===== src/rtl/dino_jump_controller.sv =====
// -----------------------------------------------------------------------------
// dino_jump_controller
//
// Per-frame vertical motion generator for the dino sprite. Integrates a
// fixed-point jump/gravity trajectory once per frame tick and presents the
// integer sprite row to the pixel renderer.
//
// Position is unsigned Q8.4 (12 bits), velocity signed Q3.4 (8 bits,
// negative = upward).
//
// Ports:
//   clk        in  1  system clock
//   reset      in  1  synchronous active-high reset
//   frameClk   in  1  one-clk-wide pulse per frame; motion advances only here
//   jump       in  1  jump button level, already synchronised to clk
//   gameState  in  4  game FSM state; motion runs only at GAME_RUNNING
//   dinoY      out 8  sprite top row (integer part of position), registered
//   airborne   out 1  high while the dino is in the AIR state
//   landed     out 1  one-cycle pulse on the tick the dino touches ground
// -----------------------------------------------------------------------------
module dino_jump_controller #(
  parameter int unsigned GROUND_Y     = 80,
  parameter int unsigned TOP_Y        = 8,
  parameter int unsigned JUMP_V0      = 56,
  parameter int unsigned GRAVITY      = 4,
  parameter int unsigned MAX_FALL     = 64,
  parameter logic [3:0]  GAME_RUNNING = 4'd1
) (
  input  logic       clk,
  input  logic       reset,
  input  logic       frameClk,
  input  logic       jump,
  input  logic [3:0] gameState,
  output logic [7:0] dinoY,
  output logic       airborne,
  output logic       landed
);

  typedef enum logic [1:0] {
    ST_HOLD   = 2'd0,
    ST_GROUND = 2'd1,
    ST_AIR    = 2'd2
  } state_t;

  localparam logic [11:0] GROUND_Q4  = 12'(GROUND_Y * 16);
  localparam logic [11:0] TOP_Q4     = 12'(TOP_Y * 16);
  // Two's-complement of the launch speed, i.e. an upward velocity.
  localparam logic [7:0]  VEL_LAUNCH = 8'(256 - JUMP_V0);

  state_t      r_state;
  logic [11:0] r_pos;
  logic [7:0]  r_vel;
  logic        r_jump_prev;
  logic        r_pending;
  logic        r_airborne;
  logic        r_landed;

  logic               w_running;
  logic               w_edge;
  logic signed [12:0] w_next;
  logic signed [8:0]  w_vel_inc;
  logic [7:0]         w_vel_grav;

  assign w_running = (gameState == GAME_RUNNING);
  assign w_edge    = jump & ~r_jump_prev;

  // Candidate position in 13-bit signed so an upward step past row 0 shows up
  // as negative instead of wrapping to a large unsigned value.
  assign w_next = $signed({1'b0, r_pos}) + $signed({{5{r_vel[7]}}, r_vel});

  // Gravity step one bit wider than vel so the terminal-velocity compare
  // cannot be fooled by overflow.
  assign w_vel_inc  = $signed({r_vel[7], r_vel}) + $signed(9'(GRAVITY));
  assign w_vel_grav = (w_vel_inc > $signed(9'(MAX_FALL))) ? 8'(MAX_FALL)
                                                           : w_vel_inc[7:0];

  always_ff @(posedge clk) begin
    if (reset) begin
      r_state     <= ST_HOLD;
      r_pos       <= GROUND_Q4;
      r_vel       <= 8'd0;
      r_jump_prev <= 1'b0;
      r_pending   <= 1'b0;
      r_airborne  <= 1'b0;
      r_landed    <= 1'b0;
    end else begin
      r_jump_prev <= jump;
      r_landed    <= 1'b0;
      if (!w_running) begin
        // Freeze pos/vel so a game-over frame shows the dino where it stopped.
        r_state    <= ST_HOLD;
        r_pending  <= 1'b0;
        r_airborne <= 1'b0;
      end else begin
        case (r_state)
          ST_HOLD: begin
            r_pos      <= GROUND_Q4;
            r_vel      <= 8'd0;
            r_state    <= ST_GROUND;
            r_pending  <= 1'b0;
            r_airborne <= 1'b0;
          end
          ST_GROUND: begin
            if (frameClk) begin
              // An edge arriving on the tick itself launches immediately.
              if (r_pending || w_edge) begin
                r_vel      <= VEL_LAUNCH;
                r_state    <= ST_AIR;
                r_airborne <= 1'b1;
                r_pending  <= 1'b0;
              end
            end else if (w_edge) begin
              r_pending <= 1'b1;
            end
          end
          ST_AIR: begin
            if (frameClk) begin
              if (w_next >= $signed({1'b0, GROUND_Q4})) begin
                r_pos      <= GROUND_Q4;
                r_vel      <= 8'd0;
                r_state    <= ST_GROUND;
                r_airborne <= 1'b0;
                r_landed   <= 1'b1;
              end else if (w_next < $signed({1'b0, TOP_Q4})) begin
                // Ceiling hit: pin to the top row and start falling from rest.
                r_pos <= TOP_Q4;
                r_vel <= 8'd0;
              end else begin
                r_pos <= w_next[11:0];
                r_vel <= w_vel_grav;
              end
            end
          end
          default: begin
            r_state    <= ST_HOLD;
            r_airborne <= 1'b0;
          end
        endcase
      end
    end
  end

  assign dinoY    = r_pos[11:4];
  assign airborne = r_airborne;
  assign landed   = r_landed;

endmodule


===== config.mk =====
export PLATFORM = sky130hd
export DESIGN_NAME = dino_jump_controller
export DESIGN_NICKNAME = d
export VERILOG_FILES = /design/src/rtl/dino_jump_controller.sv
export SDC_FILE = /design/constraint.sdc
export NUM_CORES = 1
export LEC_CHECK = 0
export CAP_MARGIN = 20
export CORE_MARGIN = 8
export CORE_UTILIZATION = 50
export DETAILED_ROUTE_END_ITERATION = 12
export HOLD_SLACK_MARGIN = 0.06
export PLACE_DENSITY = 0.72
export SYNTH_ARGS = -nofsm -noshare
export SYNTH_HDL_FRONTEND = slang
export SYNTH_SLANG_ARGS = --single-unit

===== constraint.sdc =====
create_clock -name clk -period 3.15 [get_ports clk]
set_input_delay 0.4725 -clock clk [delete_from_list [all_inputs] [get_ports clk]]
set_output_delay 0.4725 -clock clk [all_outputs]
set_load 0.1 [all_outputs]

; After elaboration in Yosys (flattened, before gate mapping)
; Cells that the tools add are included.
; W data, S select, Z words.
[word_totals]
register_bits = 26
wordCells = 63
inputBits = 8
output_inout_bits = 10
[classes]
bitwise_logic = 5
reduce_logical = 11
n_eq_ne = 9
mux = 26
n_lt_le_gt_ge = 3
add_sub_neg = 2
[op_table]
columns = cell, n
row1 = $mux W8, 6
row2 = $mux W12, 3
row3 = $pmux W12 S2, 1
row4 = $pmux W8 S3, 1
row5 = $add A13 B8 Y13, 1
row6 = $ge A13 B12 Y1 const B, 1
row7 = $lt A13 B9 Y1 const B, 1
row8 = $add A8 B4 Y9 const B, 1
row9 = $gt A9 B8 Y1 const B, 1
row10 = $mux W1, 8
row11 = $mux W2, 4
row12 = $ne A2 B2 Y1 const B, 4
row13 = $ne A3 B3 Y1 const B, 2
row14 = $pmux W2 S3, 1
row15 = $reduce_and A3 Y1, 2
row16 = $reduce_and A5 Y1, 1
row17 = $eq A4 B1 Y1 const B, 1
row18 = $not A1 Y1, 4
row19 = $pmux W1 S2, 2
row20 = $reduce_and A4 Y1, 1
row21 = $reduce_bool A2 Y1, 2
row22 = $reduce_or A4 Y1, 1
row23 = $reduce_bool A3 Y1, 1
row24 = $eq A2 B1 Y1 const B, 1
row25 = other kinds (5), 5

; Logic depth before layout (Yosys ltp)
[logic_depth]
depth_word = 7
ltp_mapped = 9
mapped_depth_nobuf = 9

; Least setup slack after synthesis
; No wires, ideal clock.
[synth_timing]
path_type = reg-to-reg
from = reg r_vel[7]
to = reg r_vel[6]
path_stages_with_launch = 10
required_ns = 3.017
path_slack_ns = 0.616
arrival_time_ns = 2.401
n_path_buf = 0
path_cell_list = dfxtp_1 -> ha_1 -> a21oi_1 -> a2bb2oi_1 -> o21ai_0 -> or3_1 -> o31ai_2 -> nor3_4 -> a221oi_1 -> a211oi_1
[synth_via]
elab_chain_len = 7
[synth_lines]
columns = element, line_no
row1 = start: declaration, 52  ; logic [7:0] r_vel;
row2 = start signal: assignment, 130  ; r_vel <= w_vel_grav;
row3 = branches (longest 4 deep; another with $add A13 B8 Y13), --
row4 = $mux W8 (*), 118  ; if (w_next >= $signed({1'b0, GROUND_Q4})) begin
row5 = $mux W8 (*), 117  ; if (frameClk) begin
row6 = $pmux W8 S3 (*), 95  ; case (r_state)
; Every way passes the cells marked *. The select of a mux whose other input is x is not followed.
; A chain may end at the register's enable or synchronous reset.

; Worst setup path after layout
[layout_timing]
from = reg r_vel[3]
to = reg r_vel[6]
; Same word-level chain as after synthesis.

==> summary.txt <==
Cells and area
  – Area grow syn2layout: 11.19%
  – Fillers: approximately 340
  – Commonest non-fill, non-tap cell in the layout: nand2_1
  – Share of layout cells above drive strength 1: a little over an eighth
  – Nets@finish: 250
  – Commonest non-fill, non-tap cells in the layout: nand2_1 (26), dfxtp_1 (21), a21oi_1 (16), nor2_1 (16), ha_1 (16)
  – Area of the multi-input gates: 0.001171 sq mm
  – Register area: 420.4 sq um
  – Antenna Cells: 0

Clock network
  – Cts repair resizes: 0
  – Clk_lat worst skew: 300 ps
  – Setup bufs post-CTS: 0
  – Num Clock Sinks: 21
  – Hold-fix buffers at CTS: 0
  – Clk buf depth: 2
  – CTS buffer count: 3
  – Clk Tree Root Cell: clkbuf_4
  – CTS tree: yes
  – CTS H-tree lvls: 1
  – Clock-pin slew on the worst setup and hold paths: 120 ps

Hold path
  – Hold Crit Class: reg2reg
  – Min-Delay Startpoint: r_pos[2]$_SDFFE_PP0P_
  – Worst Hold Depth: 2

Drt
  – Vias post-DR: 1511
  – Routed wire per std cell: 13.91 um
  – Final WL: 3770 um
  – Vias/cell: between 5 and 6
  – Drt drc: 0
  – Routed Antenna Nets: 0
  – Pre-antenna DRT Iters: 5
  – 1st-iter DRT viols: 97

STA
  – Clk_skew: 1.156 ps
  – Min setup slack post-route: 389.3 ps
  – F_max: 362.2 MHz
  – Max Slew Vio Count: 0
  – WHS: 477.4 ps
  – Final period util: 87.64%
  – Min cycle time layout: 2761 ps
  – Worst-Margin Slew: 971.7 ps
  – RSZ-0062 raised after global routing: no
  – Fin. Hold Viols: 0
  – Post-route setup TNS: 0 ps
  – Endpoints failing setup: 0
  – Relative slew margins: 35.02%

Synth
  – Top FF cell, synth: dfxtp_1
  – Largest cells by area after synthesis: dfxtp_1 (25%), ha_1 (12%), nand2_1 (5.7%)
  – Post-synth top area share: around a quarter
  – Leading area contributor after synthesis: dfxtp_1
  – Synth unique cells: between 50 and 60
  – Post-synth EDFFs: 0
  – Syn Area/Cell: 8.053 sq um
  – Mapped Cells: 211
  – Yosys synthesis warning count: 0
  – Sequential share of the synthesized area: 24.74%
  – Syn nets: around 240
  – Synth Cell Area: around 0.0017 sq mm
  – Ys async rst share: 0%
  – Number of synthesized register bits: 21

Worst setup path
  – Worst-path maximum fanout: 6
  – Crit path required time: 3320 ps
  – CP Launch Type: flip-flop
  – Launch point of the worst path: r_vel[3]$_SDFFE_PP0P_
  – Critical Path AT: between 2000 and 3000 ps
  – R2R cell count: 9
  – WS Path Type: reg2reg
  – FF-to-FF Start: r_vel[3]$_SDFFE_PP0P_
  – CP endpoint kind: flip-flop

Power and ir drop
  – Sw frac: 23.78%
  – Gate power share: 8.3%
  – Leak: 0.7217 nW
  – P_sw: 0.1038 mW
  – Total chip power: 0.4366 mW
  – Cell-internal power: 0.3328 mW
  – Clock power share: 30.3%
  – Pwr Density: 231.1 mW/mm^2
  – Reg power frac: 61.4%
  – VDD IR max: about 0.12 mV

Place
  – Port Buffer Count: 17
  – Final Wtd Congestion: 0.8541
  – Post-detail-place hpwl: 2989 um
  – Pre-CTS WS: 414.0 ps

Floorplanning
  – Starting density of the core: 51.32%
  – Core ar.: 0.003311 sq mm
  – Die extent in x: 74.30 um
  – Site Rows: 21
  – Ports: 18
  – Die Area: 0.005520 sq mm
  – DIE HEIGHT: around 74 um

GRT
  – Vias in the first global route: between 1000 and 1500
  – Largest net degree at the start of global routing: 18
  – Gr ovfl total: 0
  – All-layer global routing usage: about 15%
  – Initial antenna violation count: 0
  – First-pass GRT wire length: roughly 6500 um

Run status
  – Result of the run: completed

Run
  – Max-cap violations: 0
==> final cells by class <==
class,instances,share of cell area [%]
clock buffer,4,1.391
tap,46,3.046
multi-input combinational,170,61.99
sequential,21,22.25
inverter,9,1.921
timing repair buffer,21,9.404
==> logic make-up after synthesis <==
family	count (synthesis)	share of synthesized area, %
buf+inv	20	6.333
flops	21	24.74
compound gates	63	27.84
mux	1	0.6627
xor+xnor	9	4.639
fa+ha+maj	16	11.78
simple gates	81	24.01
==> sequential cells by signal, summed over array words and instances, names as in the netlist <==
register     flops
r_vel            6
r_pending        1
r_state          1
r_pos           10
landed           1
r_jump_prev      1
airborne         1
==> per-stage QoR <==
stage	util [%]	cells	instance area, sq um
floorplan	-	211	1699
global placement	56.27	267	1863
detailed placement	56.27	267	1863
CTS	57.07	271	1889
global route	57.07	271	1889
finish	57.07	271	1889
==> layer usage <==
| layer | GRT usage (%) | part of all wire [%] |
|---|---|---|
| met1 | 19.05 | 51 |
| met2 | 23.54 | 46 |
| met3 | 2.022 | 1.7 |
| met4 | 5.217 | 1.2 |
| met5 | 0 | 0 |
==> worst max-delay path, cell delays in order (launching register included) <==
cell	delay, ps
dfxtp_1	440
ha_1	310
a21oi_2	210
o21ai_1	140
and4b_2	270
or3_1	380
o31ai_2	390
nor3_4	110
a221oi_1	300
a211oi_1	80
==> power by group through the flow <==
| stage | registers (mW) | logic (mW) | clock network (mW) |
|---|---|---|---|
| after floorplan | 0.274 | 0.0217 | 0 |
| final | 0.268 | 0.0361 | 0.132 |
| after detailed placement | 0.274 | 0.0363 | 0 |
| after CTS | 0.268 | 0.0363 | 0.141 |
| after global placement | 0.274 | 0.0360 | 0 |
| after global routing | 0.269 | 0.0396 | 0.154 |
==> Yosys cell counts, types with 3 or more instances <==
library cell	n
nand2_1	26
dfxtp_1	21
a21oi_1	16
ha_1	16
nor2_1	16
nand3_1	9
buf_4	8
inv_1	8
nor3_1	7
o21ai_0	7
xnor2_1	7
nor2b_1	6
a211oi_1	5
a31oi_1	5
clkbuf_1	3
nor3b_1	3
nor4_1	3
==> final timing paths <==
check	end	slack, ps
worst max register to register	r_vel[6]$_SDFFE_PP0P_	390
worst min-delay path	r_pos[2]$_SDFFE_PP0P_	480
worst min register to register	r_pos[2]$_SDFFE_PP0P_	480
worst max-delay path	r_vel[6]$_SDFFE_PP0P_	390
Note: power is estimated with default switching activity, not from simulation.
